## config.mk

```make
export PLATFORM = sky130hd
export DESIGN_NAME = div36x15_seq
export DESIGN_NICKNAME = d
export VERILOG_FILES = /design/src/rtl/div36x15_seq.sv
export SDC_FILE = /design/constraint.sdc
export NUM_CORES = 1
export LEC_CHECK = 0
export CAP_MARGIN = 10
export CORE_MARGIN = 1
export CORE_UTILIZATION = 40
export CTS_CLUSTER_SIZE = 8
export DETAILED_ROUTE_END_ITERATION = 8
export GPL_ROUTABILITY_DRIVEN = 0
export PLACE_DENSITY = 0.6
export RECOVER_POWER = 25
export SLEW_MARGIN = 20
export SYNTH_ARGS = -nofsm -noshare
export SYNTH_HDL_FRONTEND = slang
export SYNTH_SLANG_ARGS = --single-unit
```

## constraint.sdc

```tcl
create_clock -name clk -period 5.81 [get_ports clk]
set_clock_uncertainty 0.05 [all_clocks]
set_input_delay 1.162 -clock clk [delete_from_list [all_inputs] [get_ports clk]]
set_output_delay 1.162 -clock clk [all_outputs]
set_load 0.05 [all_outputs]
```

## src/rtl/div36x15_seq.sv

```systemverilog
// Sequential radix-2 restoring unsigned divider, 36-bit dividend by 15-bit divisor, one bit per clock.
// Optional DIV_ZERO_FAST_EN: a zero divisor skips the iteration loop and finishes on the next edge.
module div36x15_seq #(
  parameter int unsigned DW = 36,
  parameter int unsigned RW = 15
) (
  input  logic          clk,
  input  logic          rst,
  input  logic          start,
  input  logic [DW-1:0] dividend,
  input  logic [RW-1:0] divisor,
  output logic          ready,
  output logic          done,
  output logic [DW-1:0] quot,
  output logic [RW-1:0] rem,
  output logic          div_zero
);

  localparam int unsigned CW = $clog2(DW);

  typedef enum logic [1:0] {StIdle, StRun, StDone} state_e;

  state_e        state_q, state_d;
  logic [DW-1:0] sh_q, sh_d;
  // The partial remainder never reaches the divisor, so only its low RW bits are stored.
  // The trial value t carries the extra bit.
  logic [RW-1:0] p_q, p_d;
  logic [RW-1:0] d_q, d_d;
  logic [CW-1:0] count_q, count_d;
  logic [DW-1:0] quot_q, quot_d;
  logic [RW-1:0] rem_q, rem_d;
  logic          dz_q, dz_d;

  logic [RW:0]   t;
  logic [RW:0]   diff;
  logic          ge;

  always_comb begin
    state_d = state_q;
    sh_d    = sh_q;
    p_d     = p_q;
    d_d     = d_q;
    count_d = count_q;
    quot_d  = quot_q;
    rem_d   = rem_q;
    dz_d    = dz_q;

    t    = {p_q, sh_q[DW-1]};
    ge   = (t >= {1'b0, d_q});
    diff = t - {1'b0, d_q};

    case (state_q)
      StIdle: begin
        if (start) begin
          sh_d    = dividend;
          d_d     = divisor;
          p_d     = '0;
          count_d = CW'(DW - 1);
          state_d = StRun;
`ifdef DIV_ZERO_FAST_EN
          if (divisor == '0) begin
            quot_d  = '1;
            rem_d   = dividend[RW-1:0];
            dz_d    = 1'b1;
            state_d = StDone;
          end
`endif
        end
      end
      StRun: begin
        p_d  = ge ? diff[RW-1:0] : t[RW-1:0];
        sh_d = {sh_q[DW-2:0], ge};
        if (count_q == '0) begin
          // Results are published only on the transition into StDone.
          quot_d  = sh_d;
          rem_d   = p_d;
          dz_d    = (d_q == '0);
          state_d = StDone;
        end else begin
          count_d = count_q - CW'(1);
        end
      end
      StDone: begin
        state_d = StIdle;
      end
      default: begin
        state_d = StIdle;
      end
    endcase
  end

  always_ff @(posedge clk or posedge rst) begin
    if (rst) begin
      state_q <= StIdle;
      sh_q    <= '0;
      p_q     <= '0;
      d_q     <= '0;
      count_q <= '0;
      quot_q  <= '0;
      rem_q   <= '0;
      dz_q    <= 1'b0;
    end else begin
      state_q <= state_d;
      sh_q    <= sh_d;
      p_q     <= p_d;
      d_q     <= d_d;
      count_q <= count_d;
      quot_q  <= quot_d;
      rem_q   <= rem_d;
      dz_q    <= dz_d;
    end
  end

  assign ready    = (state_q == StIdle);
  assign done     = (state_q == StDone);
  assign quot     = quot_q;
  assign rem      = rem_q;
  assign div_zero = dz_q;

endmodule

```

==> results of run 1 <==
layer usage:
metal / GRT usage (%) / share of wire [%] / vias up
met2: 33.5 / 49 / 99
met5: 0 / 0 / -
met1: 23.9 / 43 / 2308
li1: - / - / 2377
met3: 6.53 / 5.9 / 21
met4: 8.46 / 1.8 / 0
synth_stat cells (all sizes together):
master	number	area, µm²
nand2	201	754
dfrtp	126	3150
o21ai	86	445
mux2i	37	370
clkbuf	25	93.8
inv	24	90.1
ha	17	213
nor2	16	60.1
a21oi	13	68.8
buf	10	71.3
a22oi	9	67.6
xnor2	8	70.1
nor2b	6	45.0
nor3	6	30.0
xor2	6	52.6
a31oi	5	31.3
nand4	5	31.3
a21o	4	30.0
mux2	4	52.6
nand3	4	20.0
o2111ai	4	41.3
o21a	4	30.0
nand2b	3	18.8
nor4	3	18.8
or2	3	18.8
and3b	2	17.5
a2111oi	1	8.76
a211oi	1	7.51
a21bo	1	10.0
a21boi	1	11.3
a31o	1	8.76
and2	1	6.26
and3	1	6.26
fa	1	20.0
nor4b	1	8.76
o211ai	1	7.51
o21bai	1	7.51
o31a	1	8.76
o41a	1	11.3
o41ai	1	8.76
or3	1	6.26
or4	1	7.51
state kept, by name (all words and copies together) (netlist names):
| register | count |
|---|---|
| count_q | 6 |
| sh_q | 36 |
| state_q | 2 |
| rem | 15 |
| div_zero | 1 |
| d_q | 15 |
| p_q | 15 |
| quot | 36 |
area by class of cell:
type / instances / area share [%]
Tap cell: 184 / 2.93
Clock inverter: 14 / 2.29
Timing Repair Buffer: 114 / 14.3
Sequential cell: 126 / 40.1
Clock buffer: 18 / 5.46
Multi-Input combinational cell: 462 / 33.7
Inverter: 24 / 1.21
per-stage QoR:
step	std cells	instance area (µm²)	setup WS (ns)	util [%]	power, mW
global placement	910	7250	2.30	49.5	4.40
finish	942	7860	2.54	53.7	5.54
detailed placement	910	7250	2.28	49.5	4.47
global route	942	7860	2.39	53.7	5.94
CTS	942	7860	2.52	53.7	5.59
floorplan	647	6040	1.24	-	3.70
cells by family after synthesis:
kind of cell,share of synthesized area [%]
XOR/XNOR,2.03
flip-flops,52.2
multiplexers,7.00
AND/OR/NAND/NOR,17.4
adder cells (fa/ha/maj),3.85
buffers and inverters,4.23
AO/OA/AOI/OAI,13.3
worst max-delay path by stage:
stage,to,slack [ns],cells past startpoint,from
floorplan,count_q[0]$_DFFE_PP0P_,1.24,1,rst
global placement,d_q[0]$_DFFE_PP0P_,2.30,6,start
CTS,done,2.52,2,state_q[0]$_DFFE_PP0P_
global route,p_q[7]$_DFFE_PP0P_,2.39,10,sh_q[35]$_DFFE_PP0P_
detailed placement,d_q[0]$_DFFE_PP0P_,2.28,6,start
finish,done,2.54,2,state_q[1]$_DFFE_PP0P_
worst max-delay path, stage by stage, from the launching register on:
cell and delay [ns]:
dfrtp_1 0.63, nor2b_1 0.19, clkdlybuf4s50_1 0.82
report_power, final:
group	leakage, nW	internal (mW)	switching (mW)
Sequential	1.59	1.29	0.296
Clock	0.292	0.682	0.419
Combinational	1.67	1.12	1.73
Total	3.56	3.09	2.45
==> impl_metrics.tcl, run 1 <==
set metrics [dict create \
    ant_nets 0 \
    reg2reg_slack_ns 2.61 \
    drtPass1Iterations 6 \
    portBuffers 107 \
    vias 4805 \
    maxCapViolCount 0 \
    drc_errors 8 \
    yosysUniqueCellTypes 51 \
    p_per_area_nw_per_um2 705 \
    diodes 0 \
    cts-root-buf "clkbuf_16" \
    hold-path-endpoint "quot[9]$_DFFE_PP0P_" \
    yosysSeqAreaShare_pct 52.2 \
    viasPerCell 5.10 \
    cellLeakagePower_nw 3.56 \
    clk_pin_slew_worst_paths_ns 0.06 \
    fp.coreArea_um2 14600 \
    criticalPathCategory "flip-flop to output port" \
    cts_hold_buf 0 \
    wl_per_cell_um 15.4 \
    multi_input_area_um2 2650 \
    status "finished, violations left" \
    crit_arrival_ns 2.06 \
    cp-start-kind "flip-flop" \
    dpl.hpwl_mm 9.94 \
    die-height_um 125 \
    cts_resized 0 \
    rsz0062_at_grt "no" \
    syn-cell-area_um2 6040 \
    final_cell_mix "200 x nand2_1, 126 x dfrtp_1, 106 x clkdlybuf4s50_1, 68 x o21ai_0, 37 x mux2i_1" \
    synth_seq_cells 126 \
    setup_viol 0 \
    cts_buffers 17 \
    r2r-start "sh_q[35]$_DFFE_PP0P_" \
    regArea_um2 3150 \
    cts_tree "done" \
    min-delay-start "quot[9]$_DFFE_PP0P_" \
    fin_crit_sh_pct 56.3 \
    rr_endpoint "rem[2]$_DFFE_PP0P_" \
    track_usage_pct 20.1 \
    post-cts-setup-buffers 0 \
    grt_pass1_wl_mm 24.6 \
    drive_gt1_share_pct 7.65 \
    yosysWarnings 0 \
    drtIter0Drc 266 \
    finalHoldViolCount 0 \
    clockBufferDepth 2 \
    reg2regPathDepth 10 \
    hold_class "flip-flop to flip-flop" \
    worst_pin_slew_ns 0.949 \
    n_fill_cell 1373 \
    grt_start_max_net_pins 91 \
    netlist_instances 647 \
    clock_latency_ns 0.42 \
    ios 108 \
    wl_mm 14.5 \
    final_common_cell "nand2_1" \
    whs_ns 0.427 \
    required_ns 4.60 \
    num-nets-final 817 \
    grt_pass1_vias 4965 \
    cp_max_fo 16 \
    h-tree-depth 4 \
    dieArea_um2 15600 \
    crit_path_end_kind "output port" \
    die_w_um 125 \
    clkSinkCount 126 \
    slew_violations 0 \
    timing.final.crit_period_ns 3.27 \
    hold_path_depth 2 \
    antenna_found_initial 0 \
    vdd_ir_drop_max_v 0.000332 \
    syn_avg_cell_area_um2 9.34 \
    area_delta_synth_final_pct 30.2 \
    violations "DRC" \
    syn_nets 719 \
    setup_tns_ns 0 \
    rows 44 \
    gr-total-overflow 0 \
    initial_core_util_pct 41.3 \
    slew_headroom_pct 36.7 \
    fmax_mhz 306 \
]
Power figures use the tool's default switching activity.
==> run 2: changes to the inputs <==
--- a/config.mk
+++ b/config.mk
@@ -11,7 +11,7 @@
 export CTS_CLUSTER_SIZE = 8
 export DETAILED_ROUTE_END_ITERATION = 8
 export GPL_ROUTABILITY_DRIVEN = 0
-export PLACE_DENSITY = 0.6
+export PLACE_DENSITY = 0.63
 export RECOVER_POWER = 25
 export SLEW_MARGIN = 20
 export SYNTH_ARGS = -nofsm -noshare
==> constraint.sdc (replaced) <==
create_clock -name clk -period 2.9 [get_ports clk]
set_clock_uncertainty 0.05 [all_clocks]
set_input_delay 0.58 -clock clk [delete_from_list [all_inputs] [get_ports clk]]
set_output_delay 0.58 -clock clk [all_outputs]
set_load 0.05 [all_outputs]
==> run 2 against run 1 <==
Net effect: the flow finishes with violations (DRC, capacitance limit, slew limit); sequential cell count stayed put; clock-buffer cell count shrank 1; via count increased by 1.2%; first-iteration DRC count rose by 23%; sequential power is 99% higher; global-route usage up 0.053 points; power grew 100%; clock power up 100%; die area stayed put; routed wire length up 1.3%; hold slack got worse by 0.0016 ns.
==> impl_metrics.tcl, run 2 (synthesized netlist as in run 1, its figures left out) <==
set metrics [dict create \
    die-height_um 125 \
    track_usage_pct 20.2 \
    slowest_delay_ns 0.81 \
    final_cell_mix "200 x nand2_1, 126 x dfrtp_1, 106 x clkdlybuf4s50_1, 68 x o21ai_0, 37 x mux2i_1" \
    die_w_um 125 \
    dpl.hpwl_mm 10.1 \
    rr_endpoint "p_q[7]$_DFFE_PP0P_" \
    antenna_found_initial 0 \
    cp_max_fo 16 \
    setup_tns_ns 0 \
    dp.cells 917 \
    worst_pin_slew_ns 1.72 \
    ant_nets 0 \
    wl_per_cell_um 15.5 \
    r2r-start "d_q[0]$_DFFE_PP0P_" \
    viasPerCell 5.13 \
    wl_mm 14.7 \
    crit_arrival_ns 2.04 \
    final_common_cell "nand2_1" \
    grt_busiest_layer "met2" \
    min-delay-start "quot[10]$_DFFE_PP0P_" \
    reg2reg_slack_ns 0.25 \
    initial_core_util_pct 41.3 \
    portBuffers 107 \
    vias 4865 \
    fmax_mhz 375 \
    slew_violations 127 \
    path_cells "nor2b_1 > clkdlybuf4s50_1" \
    status "finished, violations left" \
    timing.final.crit_period_ns 2.67 \
    cts_hold_buf 0 \
    drc_errors 8 \
    num-nets-final 824 \
    crit_buf_inv 1 \
    met2_usage_pct 33.7 \
    area_delta_synth_final_pct 31.3 \
    cts-root-buf "clkbuf_16" \
    clock_latency_ns 0.42 \
    hold-path-endpoint "quot[10]$_DFFE_PP0P_" \
    cts_resized 0 \
    reg2regPathDepth 10 \
    rsz0062_at_grt "no" \
    maxCapViolCount 1 \
    clkSinkCount 126 \
    fin_crit_sh_pct 92.1 \
    vdd_ir_drop_max_v 0.000682 \
    n_fill_cell 1302 \
    violations "DRC, capacitance limit, slew limit" \
    drtIter0Drc 327 \
    grt_pass1_vias 5012 \
    gr-usage-met3_pct 7.77 \
    h-tree-depth 4 \
    drive_gt1_share_pct 8.63 \
    fp.coreArea_um2 14600 \
    rows 44 \
    hold_class "flip-flop to flip-flop" \
    clk_pin_slew_worst_paths_ns 0.06 \
    dieArea_um2 15600 \
    hold_path_depth 2 \
    ios 108 \
    grt_pass1_wl_mm 24.7 \
    slew_headroom_pct -14.7 \
    gr-total-overflow 0 \
    setup_viol 0 \
    grt_start_max_net_pins 127 \
    diodes 0 \
    p_per_area_nw_per_um2 1410 \
    clockBufferDepth 2 \
    cp-start-kind "flip-flop" \
    drtPass1Iterations 7 \
    crit_path_end_kind "output port" \
    cpMaxStageDelayCell "clkdlybuf4s50_1" \
    cts_tree "done" \
    post-cts-setup-buffers 0 \
    crit_start "state_q[1]$_DFFE_PP0P_" \
    required_ns 2.27 \
    cp_top_family "buffers and inverters" \
    criticalPathCategory "flip-flop to output port" \
    fin_cells 949 \
    cts_buffers 17 \
    cellLeakagePower_nw 3.60 \
    grt_use_met1_pct 23.5 \
    finalHoldViolCount 0 \
]
-- run 2: cell types whose count changed in the layout (fill, tap and decap cells not counted), sizes merged --
cell	previous run	this run
buf	7	13
clkinv	4	8
inv	29	26
-- run 2: tightest hold or removal path: stages (launching register included) --
cell,delay (ns)
dfrtp_1,0.34
nand2_1,0.05
nand2_1,0.05
-- run 2: final cells by class --
class	count	area [µm²]	share of cell area [%]
Tap cell	184	230	2.90
Sequential cell	126	3150	39.8
Clock buffer	17	425	5.36
Clock inverter	15	188	2.37
Inverter	24	93.8	1.18
Multi-Input combinational cell	462	2650	33.4
Timing Repair Buffer	121	1190	15.0
-- run 2: metrics by stage --
step	power [mW]	hold WS (ns)	util [%]	setup slack (ns)	area [µm²]
finish	11.2	0.425	54.2	0.230	7930
global route	12.0	0.453	54.2	0.0694	7930
CTS	11.3	0.430	54.2	0.217	7940
detailed placement	9.03	0.416	50.1	0.255	7330
global placement	8.88	0.408	50.1	0.335	7330
floorplan	7.42	0.400	-	0.511	6040
-- run 2: worst max path at each step --
stage	to	slack, ns	cells past startpoint
6_report	done	0.23	2
5_1_grt	p_q[9]$_DFFE_PP0P_	0.07	10
2_1_floorplan	rem[5]$_DFFE_PP0P_	0.51	12
3_5_place_dp	p_q[7]$_DFFE_PP0P_	0.25	10
3_3_place_gp	rem[11]$_DFFE_PP0P_	0.34	11
4_1_cts	done	0.22	2
-- run 2: power breakdown --
part	leakage, nW	switching, mW	internal [mW]	total, mW
Combinational	1.70	3.52	2.31	5.83
Clock	0.301	0.837	1.37	2.20
Sequential	1.59	0.579	2.59	3.16
Total	3.60	4.93	6.26	11.2
-- run 2: routing by layer --
metal  routed length, µm  up-vias
li1                    -     2386
met1                6260     2337
met2                7180      123
met3                1010       19
met4                 280        0
met5                   0        -
==> run 3: changes to the inputs <==
--- a/config.mk
+++ b/config.mk
@@ -6,12 +6,12 @@
 export NUM_CORES = 1
 export LEC_CHECK = 0
 export CAP_MARGIN = 10
-export CORE_MARGIN = 1
 export CORE_UTILIZATION = 40
 export CTS_CLUSTER_SIZE = 8
 export DETAILED_ROUTE_END_ITERATION = 8
+export DONT_BUFFER_PORTS = 1
 export GPL_ROUTABILITY_DRIVEN = 0
-export PLACE_DENSITY = 0.63
+export PLACE_DENSITY = 0.53
 export RECOVER_POWER = 25
 export SLEW_MARGIN = 20
 export SYNTH_ARGS = -nofsm -noshare
==> run 3 against run 2 <==
Net effect: sequential cell count did not move; routed wire length shrank 1.7%; sequential share of layout area is 5.9 points higher; register-to-register slack lost 0.05 ns; the flow still finishes with violations (DRC, capacitance limit, slew limit); via count down 9.6%; final cell count decreased by 11%; maximum frequency is 1.1% lower; design area down 13%; setup slack got worse by 0.028 ns.
==> impl_metrics.tcl, run 3 (synthesized netlist as in run 1, its figures left out) <==
set metrics [dict create \
    ant_nets 0 \
    vias 4397 \
    clock_latency_ns 0.41 \
    final_util_pct 47.2 \
    grt_pass1_wl_mm 24.2 \
    regArea_um2 3150 \
    viasPerCell 5.21 \
    drtPass1Iterations 6 \
    dpl_cell_area_um2 6270 \
    violations "DRC, capacitance limit, slew limit" \
    grt_start_max_net_pins 65 \
    rsz0062_at_grt "no" \
    maxCapViolCount 1 \
    drive_gt1_share_pct 10.2 \
    status "finished, violations left" \
    gr-total-overflow 0 \
    final_common_cell "nand2_1" \
    dpl.hpwl_mm 10.2 \
    fp.coreArea_um2 14600 \
    num-nets-final 718 \
    criticalPathCategory "flip-flop to flip-flop" \
    setup_tns_ns 0 \
    clk_pin_slew_worst_paths_ns 0.06 \
    setup_viol 0 \
    cts_tree "done" \
    timing.final.crit_period_ns 2.70 \
    die-height_um 125 \
    area_delta_synth_final_pct 14.4 \
    slew_violations 37 \
    fmax_mhz 371 \
    fin_area_um2 6910 \
    post-cts-setup-buffers 0 \
    grt_pass1_vias 4615 \
    cp_max_fo 7 \
    track_usage_pct 20.0 \
    dieArea_um2 15600 \
    finalHoldViolCount 0 \
    hold_class "input port to flip-flop" \
    die_w_um 125 \
    crit_arrival_ns 2.91 \
    cts_buffers 17 \
    multi_input_area_um2 2650 \
    required_ns 3.11 \
    h-tree-depth 4 \
    slew_headroom_pct -6.37 \
    whs_ns 0.242 \
    drc_errors 8 \
    clkSinkCount 126 \
    final_cell_mix "200 x nand2_1, 126 x dfrtp_1, 68 x o21ai_0, 37 x mux2i_1, 23 x inv_1" \
    cts-root-buf "clkbuf_16" \
    crit_path_end_kind "flip-flop" \
    wl_mm 14.5 \
    cp-start-kind "flip-flop" \
    portBuffers 0 \
    rows 44 \
    drtIter0Drc 206 \
    ios 108 \
    initial_core_util_pct 41.3 \
    antenna_found_initial 1 \
    wl_per_cell_um 17.2 \
    worst_pin_slew_ns 1.59 \
    n_fill_cell 1395 \
    fin_crit_sh_pct 93.0 \
    clockBufferDepth 2 \
]
[run 3: layer usage]
layer,up-vias,share of wire [%],track usage (%)
met5,-,0,0
met4,0,1.9,7.82
met3,18,5.9,7.60
met2,103,50,33.4
met1,2107,42,23.3
li1,2169,-,-
[run 3: path summary, 6_finish.rpt]
check	endpoint	start	cells past startpoint	slack, ns
worst max-delay path	rem[2]$_DFFE_PP0P_	sh_q[35]$_DFFE_PP0P_	11	0.20
worst min-delay path	d_q[8]$_DFFE_PP0P_	divisor[8]	2	0.24
worst max register to register	rem[2]$_DFFE_PP0P_	sh_q[35]$_DFFE_PP0P_	11	0.20
worst min register to register	quot[34]$_DFFE_PP0P_	sh_q[33]$_DFFE_PP0P_	2	0.44
max in group asynchronous	rem[12]$_DFFE_PP0P_	rst	2	0.61
min in group asynchronous	rem[1]$_DFFE_PP0P_	rst	1	0.38
[run 3: repair_timing]
action                                  in CTS  in global routing
endpoints found under the setup margin       0                 12
resized for setup                            0                  1
hold buffers                                 0                  0
[run 3: per-stage QoR]
step | std cells | setup WS, ns
floorplan | 647 | 0.511
global placement | 811 | 0.281
detailed placement | 811 | 0.162
CTS | 843 | 0.148
global route | 844 | 0.0217
finish | 844 | 0.202
[run 3: final cells by class]
cell class | count | share of cell area (%)
sequential | 126 | 45.6
multi-input combinational | 462 | 38.4
clock buffer | 21 | 6.81
tap | 184 | 3.33
clock inverter | 11 | 2.93
timing repair buffer | 15 | 1.56
inverter | 24 | 1.32
antenna | 1 | 0.0362
[run 3: worst max-delay path, cell delays in order, from the launching register on]
cell       delay [ns]
dfrtp_1          0.35
inv_1            0.06
ha_1             0.22
fa_1             0.45
nor2b_4          0.16
o2111ai_2        0.14
nand4_1          0.19
or2_1            0.15
a31o_2           0.23
buf_4            0.21
mux2i_1          0.26
o21ai_1          0.08
Power of run 3 is not shown: default switching activity piles up to over one toggle a cycle in this logic, so the estimate is an artifact.
